`config.mk`:
```
export PLATFORM = sky130hd
export DESIGN_NAME = traffic_phase_controller
export DESIGN_NICKNAME = d
export VERILOG_FILES = /design/src/rtl/traffic_phase_controller.sv
export SDC_FILE = /design/constraint.sdc
export NUM_CORES = 1
export LEC_CHECK = 0
export BUFFER_PORTS_ARGS = -buffer_cell sky130_fd_sc_hd__buf_2
export CORE_UTILIZATION = 48
export CTS_CLUSTER_SIZE = 24
export DETAILED_ROUTE_END_ITERATION = 16
export GPL_ROUTABILITY_DRIVEN = 1
export PLACE_DENSITY = 0.86
export SLEW_MARGIN = 15
export SYNTH_ARGS = -nofsm -noshare
export SYNTH_HDL_FRONTEND = slang
export SYNTH_SLANG_ARGS = --single-unit
```
`constraint.sdc`:
```
create_clock -name clk -period 6.35 [get_ports clk]
set_clock_uncertainty 0.15 [all_clocks]
set_input_delay 0.9525 -clock clk [delete_from_list [all_inputs] [get_ports clk]]
set_output_delay 0.9525 -clock clk [all_outputs]
set_load 0.005 [all_outputs]
```
`src/rtl/traffic_phase_controller.sv`:
```
// traffic_phase_controller: round-robin intersection controller with night, pedestrian and emergency modes.
// Define ADAPTIVE_GREEN_EN to stretch each green with the served phase's longest lane queue.
module traffic_phase_controller #(
   parameter int NUM_LANES = 8,
   parameter int CNT_W = 8,
   parameter int GREEN_MIN = 4,
   parameter int GREEN_MAX = 16,
   parameter int YELLOW_T = 2,
   parameter int ALLRED_T = 1,
   parameter int PED_T = 6,
   parameter int BLINK_T = 2,
   localparam int NP = NUM_LANES / 2,
   localparam int PW = $clog2(NP)
) (
   input  logic                       clk,
   input  logic                       rst,
   input  logic                       timeSignal,
   input  logic                       pedSignal,
   input  logic                       emgSignal,
   input  logic [NUM_LANES-1:0]       emgLane,
   input  logic [NUM_LANES*CNT_W-1:0] laneCount,
   output logic [NUM_LANES-1:0]       trafficLightGreen,
   output logic [NUM_LANES-1:0]       trafficLightYellow,
   output logic [NUM_LANES-1:0]       walkingLightOutput,
   output logic [1:0]                 trafficMode,
   output logic [PW-1:0]              activePhase
);
   localparam int TW = $clog2(GREEN_MAX + GREEN_MIN + YELLOW_T + ALLRED_T + PED_T + BLINK_T + 1);

   typedef enum logic [2:0] {S_ALL_RED, S_GREEN, S_YELLOW, S_EMG_GREEN, S_PED_WALK, S_NIGHT} state_t;

   state_t               state_q, state_d;
   logic [TW-1:0]        timer_q, timer_d, glen;
   logic [PW-1:0]        phase_q, phase_d, emg_p, next_p, base_p;
   logic                 ped_q, ped_d, emgf_q, emgf_d, blink_q, blink_d, started_q, started_d;
   logic                 emg_v, enter;
   logic [NUM_LANES-1:0] green_q, green_d, yellow_q, yellow_d, walk_q, walk_d, mask;
   logic [1:0]           mode_q, mode_d;
   logic [NP-1:0]        busy;
   logic [CNT_W-1:0]     lane_cnt [NUM_LANES];

   for (genvar i = 0; i < NUM_LANES; i++) begin : g_cnt
      assign lane_cnt[i] = laneCount[i*CNT_W +: CNT_W];
   end

   // Lowest emgLane bit picks the phase; the next green is the first busy phase after base_p.
   always_comb begin
      emg_p = '0;
      for (int i = NUM_LANES - 1; i >= 0; i--)
         if (emgLane[i]) emg_p = PW'(i / 2);
      emg_v = emgSignal && |emgLane;
      for (int p = 0; p < NP; p++)
         busy[p] = |lane_cnt[2*p] || |lane_cnt[2*p+1];
      base_p = started_q ? phase_q : PW'(NP - 1);
      next_p = PW'((int'(base_p) + 1) % NP);
      for (int k = NP; k >= 1; k--)
         if (busy[PW'((int'(base_p) + k) % NP)]) next_p = PW'((int'(base_p) + k) % NP);
   end

`ifdef ADAPTIVE_GREEN_EN
   logic [TW-1:0]    glen_q, glen_d;
   logic [CNT_W-1:0] cnt_a, cnt_b;
   logic [CNT_W:0]   glen_sum;
   always_comb begin
      cnt_a = lane_cnt[{next_p, 1'b0}];
      cnt_b = lane_cnt[{next_p, 1'b1}];
      glen_sum = {1'b0, (cnt_a > cnt_b ? cnt_a : cnt_b) >> 2} + (CNT_W+1)'(GREEN_MIN);
      glen_d = (state_d == S_GREEN && state_q != S_GREEN)
         ? (int'(glen_sum) > GREEN_MAX ? TW'(GREEN_MAX) : TW'(glen_sum)) : glen_q;
   end
   always_ff @(posedge clk) begin
      if (rst) glen_q <= TW'(GREEN_MIN);
      else     glen_q <= glen_d;
   end
   assign glen = glen_q;
`else
   assign glen = TW'(GREEN_MIN);
`endif

   // emgf marks a YELLOW/ALL_RED that an emergency caused, so it reports mode 11.
   always_comb begin
      state_d = state_q;
      phase_d = phase_q;
      emgf_d = emgf_q;
      case (state_q)
         S_ALL_RED: if (timer_q == TW'(ALLRED_T - 1)) begin
            emgf_d = 1'b0;
            if (emg_v) begin
               state_d = S_EMG_GREEN;
               phase_d = emg_p;
            end else if (timeSignal) state_d = S_NIGHT;
            else if (ped_q) state_d = S_PED_WALK;
            else begin
               state_d = S_GREEN;
               phase_d = next_p;
            end
         end
         S_GREEN: if (emg_v && emg_p == phase_q) state_d = S_EMG_GREEN;
         else if (emg_v || timer_q == glen - TW'(1)) begin
            state_d = S_YELLOW;
            emgf_d = emg_v;
         end
         S_YELLOW: if (timer_q == TW'(YELLOW_T - 1)) state_d = S_ALL_RED;
         S_EMG_GREEN: if (!emg_v || emg_p != phase_q) begin
            state_d = S_YELLOW;
            emgf_d = 1'b1;
         end
         S_PED_WALK: if (timer_q == TW'(PED_T - 1)) state_d = S_ALL_RED;
         S_NIGHT: if (!timeSignal || emg_v) begin
            state_d = S_ALL_RED;
            emgf_d = emg_v;
         end
         default: state_d = S_ALL_RED;
      endcase
   end

   always_comb begin
      enter = state_d != state_q;
      timer_d = (enter || (state_q == S_NIGHT && timer_q == TW'(BLINK_T - 1))) ? '0 : timer_q + TW'(1);
      blink_d = (state_d == S_NIGHT && enter) ? 1'b1
         : (state_q == S_NIGHT && timer_q == TW'(BLINK_T - 1)) ? ~blink_q : blink_q;
      ped_d = (state_q == S_NIGHT || state_d == S_NIGHT) ? 1'b0
         : (ped_q && !(state_q == S_PED_WALK && enter)) || pedSignal;
      started_d = started_q || state_d == S_GREEN || state_d == S_EMG_GREEN;
      for (int i = 0; i < NUM_LANES; i++)
         mask[i] = PW'(i / 2) == phase_d;
      green_d = (state_d == S_GREEN || state_d == S_EMG_GREEN) ? mask : '0;
      yellow_d = state_d == S_YELLOW ? mask : state_d == S_NIGHT ? {NUM_LANES{blink_d}} : '0;
      walk_d = {NUM_LANES{state_d == S_PED_WALK}};
      mode_d = (state_d == S_EMG_GREEN || (emgf_d && (state_d == S_YELLOW || state_d == S_ALL_RED))) ? 2'b11
         : state_d == S_PED_WALK ? 2'b10 : state_d == S_NIGHT ? 2'b01 : 2'b00;
   end

   always_ff @(posedge clk) begin
      if (rst) begin
         state_q   <= S_ALL_RED;
         timer_q   <= '0;
         phase_q   <= '0;
         ped_q     <= 1'b0;
         emgf_q    <= 1'b0;
         blink_q   <= 1'b0;
         started_q <= 1'b0;
         green_q   <= '0;
         yellow_q  <= '0;
         walk_q    <= '0;
         mode_q    <= 2'b00;
      end else begin
         state_q   <= state_d;
         timer_q   <= timer_d;
         phase_q   <= phase_d;
         ped_q     <= ped_d;
         emgf_q    <= emgf_d;
         blink_q   <= blink_d;
         started_q <= started_d;
         green_q   <= green_d;
         yellow_q  <= yellow_d;
         walk_q    <= walk_d;
         mode_q    <= mode_d;
      end
   end

   assign trafficLightGreen  = green_q;
   assign trafficLightYellow = yellow_q;
   assign walkingLightOutput = walk_q;
   assign trafficMode        = mode_q;
   assign activePhase        = phase_q;
endmodule

```
# Yosys cells after proc, flatten, opt, wreduce, memory -nomap -nowiden
# Cells that the tools add are included.
# word_totals
latchBits,0
mem_bits_rw,0
out_inout_bits,28
inputBits,77
memories,0
reg_bits,32
romBits,0
# classes
add_sub_neg,5
reduce_logical,41
n_lt_le_gt_ge,4
n_mux,54
bitwise,2
div_mod_pow,0
n_eq_ne,19
n_shift,0
multipliers,0
# op_table
cell,n
8-bit OR reduction,9
2-bit two-way mux,20
3-bit two-way mux,10
3-bit one-hot mux with 6 select lines,1
2-bit by 4-bit < comparator with 1-bit output (second input constant),4
1-bit two-way mux,16
8-bit two-way mux,2
1-bit logical OR,15
3-bit by 2-bit == test with 1-bit output (second input constant),4
3-bit == test (second input constant),4
1-bit binary-select mux with 2-bit select,4
1-bit logical AND,7
3-bit by 1-bit == test with 1-bit output (second input constant),2
3-bit zero test,2
2-bit OR reduction,3
5-bit by 1-bit adder with 5-bit output (second input constant),1
5-bit by 1-bit == test with 1-bit output (second input constant),1
5-bit by 2-bit == test with 1-bit output (second input constant),1
5-bit by 3-bit == test with 1-bit output (second input constant),1
5-bit zero test,1
2-bit by 1-bit adder with 2-bit output (second input constant),2
2-bit adder (second input constant),2
2-bit == test (first input constant),2
1-bit one-hot mux with 4 select lines,1
7 further kinds,10

# Longest topological paths before layout
# logic_depth
depth_word,17
depth_mapped,9
depth_no_buf,8

# Least setup slack after synthesis
# Ideal clock, no wire load.
# synth_path
path_type,input to register
startpoint,in emgLane[2]
endpoint,reg timer_q[1]
required_time_ns,6.127
stages,6
setup_ns,0.073
t_arrival_ns,2.605
path_slack_ns,3.522
path_buffers,0
path_cell_list,or4_4 o21ai_4 nand2_1 o32a_1 a211o_1 nor3b_2
# synth_between
elab_chain_len,10
elab_cells_between_ends,22
cone_classes,eq/ne (3); mux (10); reduce/logical (9)
# synth_rtl
item,line_no,source
start: declaration,20,"input logic [NUM_LANES-1:0] emgLane,"
2-bit two-way mux (3 in series),50,if (emgLane[i]) emg_p = PW'(i / 2);
2-bit != test or 2-bit == test (tied branches),"104, 98",
1-bit logical OR or 1-bit logical AND (tied branches),"104, 98",
3-bit two-way mux (on tied branches),"104, 98",
3-bit one-hot mux with 6 select lines (*),85,case (state_q)
3-bit != test (*),118,enter = state_d != state_q;
1-bit logical OR (*),119,timer_d = (enter || (state_q == S_NIGHT && timer_q == TW'(BLINK_T - 1))) ? '0 : timer_q + TW'(1);
2-bit OR reduction (no source line) (*),n/a,
end signal: assignment,149,timer_q <= timer_d;
end: declaration,33,"logic [TW-1:0] timer_q, timer_d, glen;"
# Mark *: on every way between the ends. The rest lies on a longest branch, timed or not.
# A chain may end at the register's enable or synchronous reset.

# Final worst setup path
# layout_path
startpoint,in emgLane[2]
endpoint,reg timer_q[2]
# The elaborated chain is that of the path after synthesis.

==> metrics.txt <==
Syn Nets=around 310; Setup violations, final=0; hold buffer count at CTS=0; largest net degree at the start of global routing=17; Root Buffer=clkbuf_8; RSZ-0062 raised after global routing=no; wire per inst=roughly 12 µm; Util after Layout=between 60% and 70%; Post-synth EDFFs=0; Leak=1.045 nW; global-route usage over all layers=a little under a quarter; ratio of cells with drive above 1 in the final layout=41.35%; CP max FO=15; status=finished, final reports clean; Post-DP Area=approximately 2300 µm²; HPWL after DPL=~3600 µm; die height=between 60 and 70 µm; Core Rows=22; Initial Utilization=between 50% and 60%; CTS tree=done; Synth async-reset ratio=0%; setup TNS=0 ns; drt total wl=~4500 µm; CP Data Required Time=approximately 6.4 ns; initial antenna violation count=0; H-tree levels=1; Setup Buffers After CTS=0; Synth Flop Type=dfxtp_1; fillers=about 330; IO Count=105; Core ar.=between 3000 and 4000 µm²; Hold Crit Endpoint=emgf_q$_SDFF_PP0_; Hold Crit Start=emgf_q$_SDFF_PP0_; CTS sink count=25; Final Cell Area=~2300 µm²; IO Port Bufs=about 100; Die Wd=roughly 64 µm; WP buf/inv=1; Slew Limit Fails=0; slowest cell delay on critical path=between 0.5 and 0.6 ns; routed vias=just over 2000; Post-Synthesis Cells=roughly 230; max capacitance violation total=0; largest cells by area after synthesis=dfxtp_1, buf_4, nor4_1; synthesized cell area=~1800 µm²; full die area=just over 4000 µm²; Setup CP Type=in2reg; number of remaining DRC errors=0; total CTS buffers=3; final net count=~400; crit-path cells=buf_2 -> or4_4 -> o21ai_4 -> nand2_1 -> o32a_1 -> a211o_1 -> nor3_2; worst-margin pin slew=~0.66 ns; CP max-delay cell=or4_4; Antenna Violating Nets Remaining=0; Iter 0 DRT Violations=between 100 and 150; diode count=0; Peak Freq=around 330 MHz; Worst R2R End=trafficLightYellow[6]$_SDFF_PP0_; Power, Total=roughly 0.78 mW; sequential share of the synthesized area=a little over a quarter; clk buf depth=2; Clock Latency Late Sink=roughly 0.27 ns; FF-to-FF path depth=5; final worst path period need=approximately 3.0 ns; min-delay worst type=reg2reg; Yosys Warn Count=0; vias in the first global route=1822; Placer Congestion=roughly 0.92; Distinct cells, synth=61; remaining global-route overflow=0; reg2reg start=timer_q[4]$_SDFF_PP0_; worst rel slew slack=~56%; Via density=between 5 and 6; CTS resizes=0; area leader, netlist=dfxtp_1; Largest delay share family, worst path=compound AO/OA/AOI/OAI gates; Syn Area/Cell=8.078 µm²; Worst Hold Depth=2; Power Density=about 330 nW/µm²; post-synth top area share=a little over a quarter; CP arrival=3.04 ns; CP Capture Type=flip-flop; clock slew at reported path FFs=~0.080 ns; total iterations of the first detailed-routing run=4; Fin. Hold Viols=0; worst vdd rail ir drop=between 0.2 and 0.25 mV; Area Growth Syn to Fin=26.02%; fin crit share=a little under half; critical path startpoint category=input port; #FFs+latches synth=25; first-pass GRT wire length=7569 µm; flop2flop setup slack=a little under 4 ns
[tightest hold or removal path, cell delays in order (launching register included)]
cell and delay, ns:
dfxtp_1 0.31, o31ai_1 0.06, a21oi_1 0.08
[metal layers]
metal	GRT usage [%]	up-vias	share of wire [%]
li1	-	1024	-
met1	24.92	917	41
met2	43.22	90	50
met3	4.821	9	7.7
met4	6.818	0	1.3
met5	0	-	0
[final cells by class]
| type | count | area (µm²) | area share [%] |
|---|---|---|---|
| inverter | 8 | 30.03 | 1.294 |
| sequential | 25 | 500.5 | 21.56 |
| clock buffer | 3 | 41.29 | 1.779 |
| multi-input combinational | 171 | 1161 | 50.03 |
| clock inverter | 1 | 7.507 | 0.3234 |
| timing repair buffer | 104 | 520.5 | 22.43 |
| tap | 48 | 60.06 | 2.588 |
[cell usage in the layout, fill, tap and decap left out, types with 3 or more instances in the layout]
cell type and instances:
a2111oi_0 3, a21oi_1 12, and4_1 5, buf_2 104, clkbuf_8 3, dfxtp_1 25
ha_1 3, inv_1 8, nand2_1 15, nand2b_1 5, nand3_1 9, nand4_1 4
nor2_1 20, nor3_1 4, nor3_2 5, nor4_1 17, o21ai_0 7, o21ai_1 4
o21ai_2 3, xor2_1 3
[flip-flops by register name, indices dropped and copies added (netlist names)]
signal              cells
state_q                 3
ped_q                   1
activePhase             2
walkingLightOutput      1
trafficMode             2
started_q               1
emgf_q                  1
timer_q                 5
trafficLightGreen       4
blink_q                 1
trafficLightYellow      4
[Yosys cell counts, types with 2 or more instances]
| library cell | n |
|---|---|
| a2111oi_0 | 3 |
| a211o_1 | 2 |
| a21boi_1 | 2 |
| a21oi_1 | 12 |
| a22oi_1 | 2 |
| a31o_2 | 2 |
| a31oi_1 | 2 |
| and3_1 | 2 |
| and4_1 | 5 |
| and4b_1 | 2 |
| buf_2 | 3 |
| buf_4 | 15 |
| clkbuf_1 | 6 |
| dfxtp_1 | 25 |
| ha_1 | 3 |
| inv_1 | 8 |
| nand2_1 | 15 |
| nand2b_1 | 5 |
| nand3_1 | 9 |
| nand3b_1 | 2 |
| nand4_1 | 4 |
| nor2_1 | 20 |
| nor3_1 | 4 |
| nor3_2 | 5 |
| nor4_1 | 17 |
| o211ai_1 | 2 |
| o21ai_0 | 7 |
| o21ai_1 | 4 |
| o21ai_2 | 3 |
| o22ai_1 | 2 |
| o31ai_1 | 2 |
| or4_4 | 2 |
| xor2_1 | 3 |
[cell families after synthesis]
logic type      synth area share (%)
compound gates                 25.82
xor+xnor                       2.786
fa+ha+maj                      2.038
buf+inv                        9.782
flops                          27.17
mux                           0.6114
simple gates                   31.79
[where the power goes]
part / internal (mW) / total, mW / leakage [nW] / switching [mW]
clock network: 0.0444 / 0.0925 / 0.0217 / 0.0480
logic: 0.190 / 0.448 / 0.819 / 0.257
registers: 0.193 / 0.235 / 0.204 / 0.0421
total: 0.428 / 0.775 / 1.05 / 0.347
[stage by stage]
step | instances | worst slack (ns) | hold slack, ns
6_report | 360 | 3.361 | 0.3461
3_3_place_gp | 356 | 3.171 | 0.3246
3_5_place_dp | 356 | 3.101 | 0.3357
4_1_cts | 360 | 3.371 | 0.3486
2_1_floorplan | 228 | 3.522 | 0.2902
5_1_grt | 360 | 3.206 | 0.3989
[how the worst max path moves through the flow]
stage                  startpoint                               end  cells past startpoint
floorplan              emgLane[2]             timer_q[1]$_SDFF_PP0_                      6
global placement       emgLane[2]             timer_q[2]$_SDFF_PP0_                      7
detailed placement     emgLane[2]             timer_q[2]$_SDFF_PP0_                      7
CTS                    emgLane[2]             timer_q[2]$_SDFF_PP0_                      7
global route        laneCount[50]  trafficLightYellow[3]$_SDFF_PP0_                      8
finish                 emgLane[2]             timer_q[2]$_SDFF_PP0_                      7
Note: power is estimated with default switching activity, not from simulation.
